### src/rtl/osc_ctrl_pkg.sv
// Shared types and helpers for the oscillator controller.
// Timer width covers the longer of the startup and window intervals.
package osc_ctrl_pkg;

    typedef enum logic [2:0] {
        ST_OFF     = 3'd0,
        ST_START   = 3'd1,
        ST_MEASURE = 3'd2,
        ST_RUN     = 3'd3,
        ST_FAULT   = 3'd4
    } state_t;

    function automatic int timer_w(input int startup_cyc, input int win_cyc);
        int a;
        int b;
        a = $clog2(startup_cyc);
        b = $clog2(win_cyc);
        timer_w = (a > b) ? a : b;
        if (timer_w < 1) timer_w = 1;
    endfunction

endpackage

### src/rtl/osc_edge_sync.sv
// Two-flop synchronizer for the oscillator output plus a registered
// rising-edge detector: one pulse per osc edge, three clk cycles late.
module osc_edge_sync (
    input  logic clk,
    input  logic rst,
    input  logic i_async,
    output logic o_pulse
);

    logic [1:0] r_sync;
    logic       r_prev;

    always_ff @(posedge clk or posedge rst) begin
        if (rst) begin
            r_sync  <= '0;
            r_prev  <= 1'b0;
            o_pulse <= 1'b0;
        end else begin
            r_sync  <= {r_sync[0], i_async};
            r_prev  <= r_sync[1];
            o_pulse <= r_sync[1] & ~r_prev;
        end
    end

endmodule

### src/rtl/osc_ctrl.sv
// Oscillator enable / startup / frequency-window controller.
// Define OSC_CTRL_MONITOR_EN to keep measuring windows while in RUN.
module osc_ctrl
    import osc_ctrl_pkg::*;
#(
    parameter int STARTUP_CYC = 1024,
    parameter int WIN_CYC     = 256,
    parameter int EDGE_MIN    = 40,
    parameter int EDGE_MAX    = 88,
    parameter int CNT_W       = 16
) (
    input  logic             clk,
    input  logic             rst,
    input  logic             en_req,
    input  logic             osc_clk,
    output logic             osc_dis,
    output logic             osc_ready,
    output logic             osc_fault,
    output logic [CNT_W-1:0] edge_cnt
);

    localparam int             TW         = timer_w(STARTUP_CYC, WIN_CYC);
    localparam logic [TW-1:0]  START_LOAD = TW'(STARTUP_CYC - 1);
    localparam logic [TW-1:0]  WIN_LOAD   = TW'(WIN_CYC - 1);
    localparam logic [CNT_W-1:0] CNT_MAX  = '1;

    state_t           r_state;
    logic [TW-1:0]    r_timer;
    logic [CNT_W-1:0] r_cnt;
    logic             r_ovf;

    logic             w_pulse;
    logic [CNT_W-1:0] w_cnt_nxt;
    logic             w_ovf_nxt;
    logic             w_good;
    logic             w_win_end;

    osc_edge_sync u_sync (
        .clk     (clk),
        .rst     (rst),
        .i_async (osc_clk),
        .o_pulse (w_pulse)
    );

    // A pulse arriving at full scale marks the window as overflowed
    always_comb begin
        w_cnt_nxt = r_cnt;
        w_ovf_nxt = r_ovf;
        if (w_pulse) begin
            if (r_cnt == CNT_MAX) w_ovf_nxt = 1'b1;
            else                  w_cnt_nxt = r_cnt + 1'b1;
        end
        w_good = !w_ovf_nxt
              && (int'(w_cnt_nxt) >= EDGE_MIN)
              && (int'(w_cnt_nxt) <= EDGE_MAX);
        w_win_end = (r_timer == '0);
    end

    always_ff @(posedge clk or posedge rst) begin
        if (rst) begin
            r_state   <= ST_OFF;
            r_timer   <= '0;
            r_cnt     <= '0;
            r_ovf     <= 1'b0;
            osc_dis   <= 1'b1;
            osc_ready <= 1'b0;
            osc_fault <= 1'b0;
            edge_cnt  <= '0;
        end else if (!en_req) begin
            r_state   <= ST_OFF;
            r_timer   <= '0;
            r_cnt     <= '0;
            r_ovf     <= 1'b0;
            osc_dis   <= 1'b1;
            osc_ready <= 1'b0;
            osc_fault <= 1'b0;
        end else begin
            unique case (r_state)
                ST_OFF: begin
                    r_state <= ST_START;
                    r_timer <= START_LOAD;
                    osc_dis <= 1'b0;
                end
                ST_START: begin
                    if (w_win_end) begin
                        r_state <= ST_MEASURE;
                        r_timer <= WIN_LOAD;
                        r_cnt   <= '0;
                        r_ovf   <= 1'b0;
                    end else begin
                        r_timer <= r_timer - 1'b1;
                    end
                end
                ST_MEASURE: begin
                    r_cnt <= w_cnt_nxt;
                    r_ovf <= w_ovf_nxt;
                    if (w_win_end) begin
                        edge_cnt <= w_cnt_nxt;
                        if (w_good) begin
                            r_state   <= ST_RUN;
                            osc_ready <= 1'b1;
`ifdef OSC_CTRL_MONITOR_EN
                            r_timer   <= WIN_LOAD;
                            r_cnt     <= '0;
                            r_ovf     <= 1'b0;
`endif
                        end else begin
                            r_state   <= ST_FAULT;
                            osc_fault <= 1'b1;
                            osc_dis   <= 1'b1;
                        end
                    end else begin
                        r_timer <= r_timer - 1'b1;
                    end
                end
                ST_RUN: begin
`ifdef OSC_CTRL_MONITOR_EN
                    r_cnt <= w_cnt_nxt;
                    r_ovf <= w_ovf_nxt;
                    if (w_win_end) begin
                        edge_cnt <= w_cnt_nxt;
                        r_timer  <= WIN_LOAD;
                        r_cnt    <= '0;
                        r_ovf    <= 1'b0;
                        if (!w_good) begin
                            r_state   <= ST_FAULT;
                            osc_ready <= 1'b0;
                            osc_fault <= 1'b1;
                            osc_dis   <= 1'b1;
                        end
                    end else begin
                        r_timer <= r_timer - 1'b1;
                    end
`else
                    r_state <= ST_RUN;
`endif
                end
                ST_FAULT: begin
                    r_state <= ST_FAULT;
                end
                default: begin
                    r_state <= ST_OFF;
                end
            endcase
        end
    end

endmodule

### config.mk
export PLATFORM = sky130hd
export DESIGN_NAME = osc_ctrl
export DESIGN_NICKNAME = d
export VERILOG_FILES = /design/src/rtl/osc_ctrl_pkg.sv /design/src/rtl/osc_edge_sync.sv /design/src/rtl/osc_ctrl.sv
export SDC_FILE = /design/constraint.sdc
export NUM_CORES = 1
export LEC_CHECK = 0
export CAP_MARGIN = 25
export CORE_ASPECT_RATIO = 1.75
export CORE_MARGIN = 3
export CORE_UTILIZATION = 30
export CTS_BUF_LIST = sky130_fd_sc_hd__clkbuf_4
export DETAILED_ROUTE_END_ITERATION = 8
export HOLD_SLACK_MARGIN = 0.05
export PLACE_DENSITY = 0.46
export SLEW_MARGIN = 0
export SYNTH_ARGS = -nofsm -noshare
export SYNTH_HDL_FRONTEND = slang
export SYNTH_HIERARCHICAL = 1
export SYNTH_SLANG_ARGS = --single-unit
### constraint.sdc
create_clock -name clk -period 3.55 [get_ports clk]
set_clock_uncertainty 0.05 [all_clocks]
set_input_delay 0.71 -clock clk [delete_from_list [all_inputs] [get_ports clk]]
set_output_delay 0.71 -clock clk [all_outputs]
set_load 0.02 [all_outputs]
==> impl_metrics.yaml <==
clock_network:
  numCtsBuffers: 5
  post_cts_buffers: 0
  path_clk_slew_ns: 0.18
  clock_sinks: 53
  cts_root_buffer: "clkbuf_4"
  clkLatencyLatePin_ns: 0.40
  post_cts_resized: 0
  cts_buffer_depth: 2
  h-tree-depth: 2
  cts_tree: "built"
  cts_hold_buf: 0
synth:
  ys.flop_type: "dfrtp_1"
  synth_xor_xnor_area_share_pct: 2.05
  ys_warn_count: 6
  synth_top_area_share_pct: 43.5
  syn-mean-instance-area_um2: 8.93
  post-synth-top-area-cell: "dfrtp_1"
  ys_seq_elements: 53
  ys_types: 60
  synth.area.top_cells: "dfrtp_1 (43%), o21ai_0 (7.2%), nand2_1 (5.8%)"
  synthMuxAreaShare_pct: 1.71
  synth_nets: 341
  synthSimpleGateAreaFrac_pct: 24.0
  syn_area_um2: 2990
  synth_top_family_by_area: "simple AND/OR/NAND/NOR gates"
  synthCells: 335
  synth_edf_count: 0
  async_flop_share_pct: 100
  synthAdderAreaFrac_pct: 0.836
  synth-compound-area-share_pct: 23.4
  ys_seq_area_share_pct: 44.4
layout:
  utilization_pct: 35.5
  area_growth_syn_to_layout_pct: 13.8
  drive_gt1_share_pct: 8.47
  final_nets: 359
  regArea_um2: 1330
  mostFrequentLayoutCell: "dfrtp_1"
  fill_cells: 1024
  mostFrequentLayoutCells: "dfrtp_1 (52), nand2_1 (46), o21ai_0 (43), clkdlybuf4s50_1 (22), a21oi_1 (19)"
  multi_input_area_um2: 1560
  fin_area_um2: 3400
place:
  globalplace.congestion: 0.844
  dp_slack_ns: 0.460
  io_buffers: 22
  dp_hpwl_mm: 6.21
  placed_area_um2: 3340
pwr:
  power_mw: 1.03
  irDropWorstVdd_uv: 164
  power_density_nw_per_um2: 302
  p_leak_nw: 1.40
global_routing:
  use_met2_pct: 28.7
  overflow: 0
  grt_util_met3_pct: 2.60
  grt_util_all_layers_pct: 15.9
  grt_max_degree: 25
  grt_pass1_wl_mm: 13.9
  antenna_found_initial: 1
  grt_pass1_vias: 2647
  met1_usage_pct: 17.4
  grt.busiest_layer: "met2"
route:
  dr.pass1.iters: 4
  dr.first_iter.drc_count: 80
  route.detailed.drc: 0
  routed_wl_mm: 8.29
  vias_per_cell: 5.35
  dr_total_vias: 2551
  ant_nets: 0
  wl_per_cell_um: 17.4
setup_path:
  critPathRequiredTime_ns: 3.82
  reg2reg_depth: 8
  crit_path_end_kind: "flop"
  cp.arrival_ns: 3.37
  critPathLaunchType: "flop"
  crit_path_max_fanout: 11
  critPathKind: "flop to flop"
timing:
  timing.final.ws_setup_ns: 0.451
  slew-limit-headroom_pct: 44.8
  max_freq_mhz: 323
  slew_viol_final: 0
  final.period_utilization_pct: 87.3
  min_period_ns: 3.10
  hold_viol: 0
  setup_violations: 0
  rsz0062_at_grt: "false"
  fin_setup_tns_ns: 0
  worst_pin_slew_ns: 0.820
die:
  die_y_um: 138
  die_x_um: 81.5
  std_cell_rows: 47
  initial_core_util_pct: 31.2
  dieArea_um2: 11300
  core_um2: 9590
  io_pins: 23
flow_run:
  maxCapViolations: 0
worst_hold_path:
  hp-class: "flop to flop"
  min_delay_path_depth: 0
run_status:
  status: "completed"
[path summary, 6_finish.rpt]
path                                        from               end  slack [ns]
max in group asynchronous                    rst      edge_cnt[14]        2.20
worst max register to register          r_cnt[6]         osc_fault        0.45
worst min-delay path            u_sync/r_sync[0]  u_sync/r_sync[1]        0.33
worst max-delay path                    r_cnt[6]         osc_fault        0.45
worst min register to register  u_sync/r_sync[0]  u_sync/r_sync[1]        0.33
min in group asynchronous                    rst  u_sync/r_sync[0]        0.48
[report_power, final]
part           internal, mW  switching, mW
logic                0.0331         0.0500
clock network        0.0819          0.223
registers             0.621         0.0198
[logic make-up (layout without fill, tap and decap cells)]
family,count (synthesis),after routing
flops,53,53
other cells,0,1
simple gates,132,132
buf+inv,26,45
xor+xnor,7,7
fa+ha+maj,2,2
mux,5,5
compound gates,110,110
[sequential cells by signal, indices dropped and copies added (netlist names)]
signal          cells
r_ovf               1
osc_dis             1
r_state             3
osc_ready           1
edge_cnt           16
r_cnt              16
u_sync/r_sync       2
u_sync/o_pulse      1
u_sync/r_prev       1
osc_fault           1
r_timer            10
[critical path: stages (launching register included)]
cell	delay [ns]
dfrtp_1	0.59
nand4_2	0.38
nor4_1	0.42
buf_4	0.21
mux2i_1	0.23
nand4b_1	0.14
nor4_1	0.40
o2111ai_2	0.32
a22o_1	0.28
[Yosys cell counts (5+ instances only)]
master,count
nor2_1,17
nor2b_1,6
a21oi_1,19
and3_1,6
a31oi_1,5
dfrtp_1,52
or3_1,7
o21a_1,6
clkbuf_1,14
a21o_1,8
nor3_1,7
nor4_1,7
nand2_1,46
inv_1,8
nand2b_1,6
o21ai_0,43
nand3_1,8
[routing by layer]
metal	wire length, um	vias to the layer above
met2	4560	39
met3	197	16
met5	0	-
met4	272	0
li1	-	1257
met1	3260	1239
[cell type report]
type	instances	area share, %
antenna	1	0.0735
clock buffer	5	1.10
clock inverter	3	0.772
inverter	8	0.882
multi-input combinational	256	45.7
sequential	53	39.0
tap	122	4.48
timing repair buffer	29	8.01
[through the flow]
stage,std cells,hold WS [ns]
2_1_floorplan,335,0.281
3_3_place_gp,468,0.302
3_5_place_dp,468,0.286
4_1_cts,476,0.330
5_1_grt,477,0.340
6_report,477,0.326
Note: power is estimated with default switching activity, not from simulation.
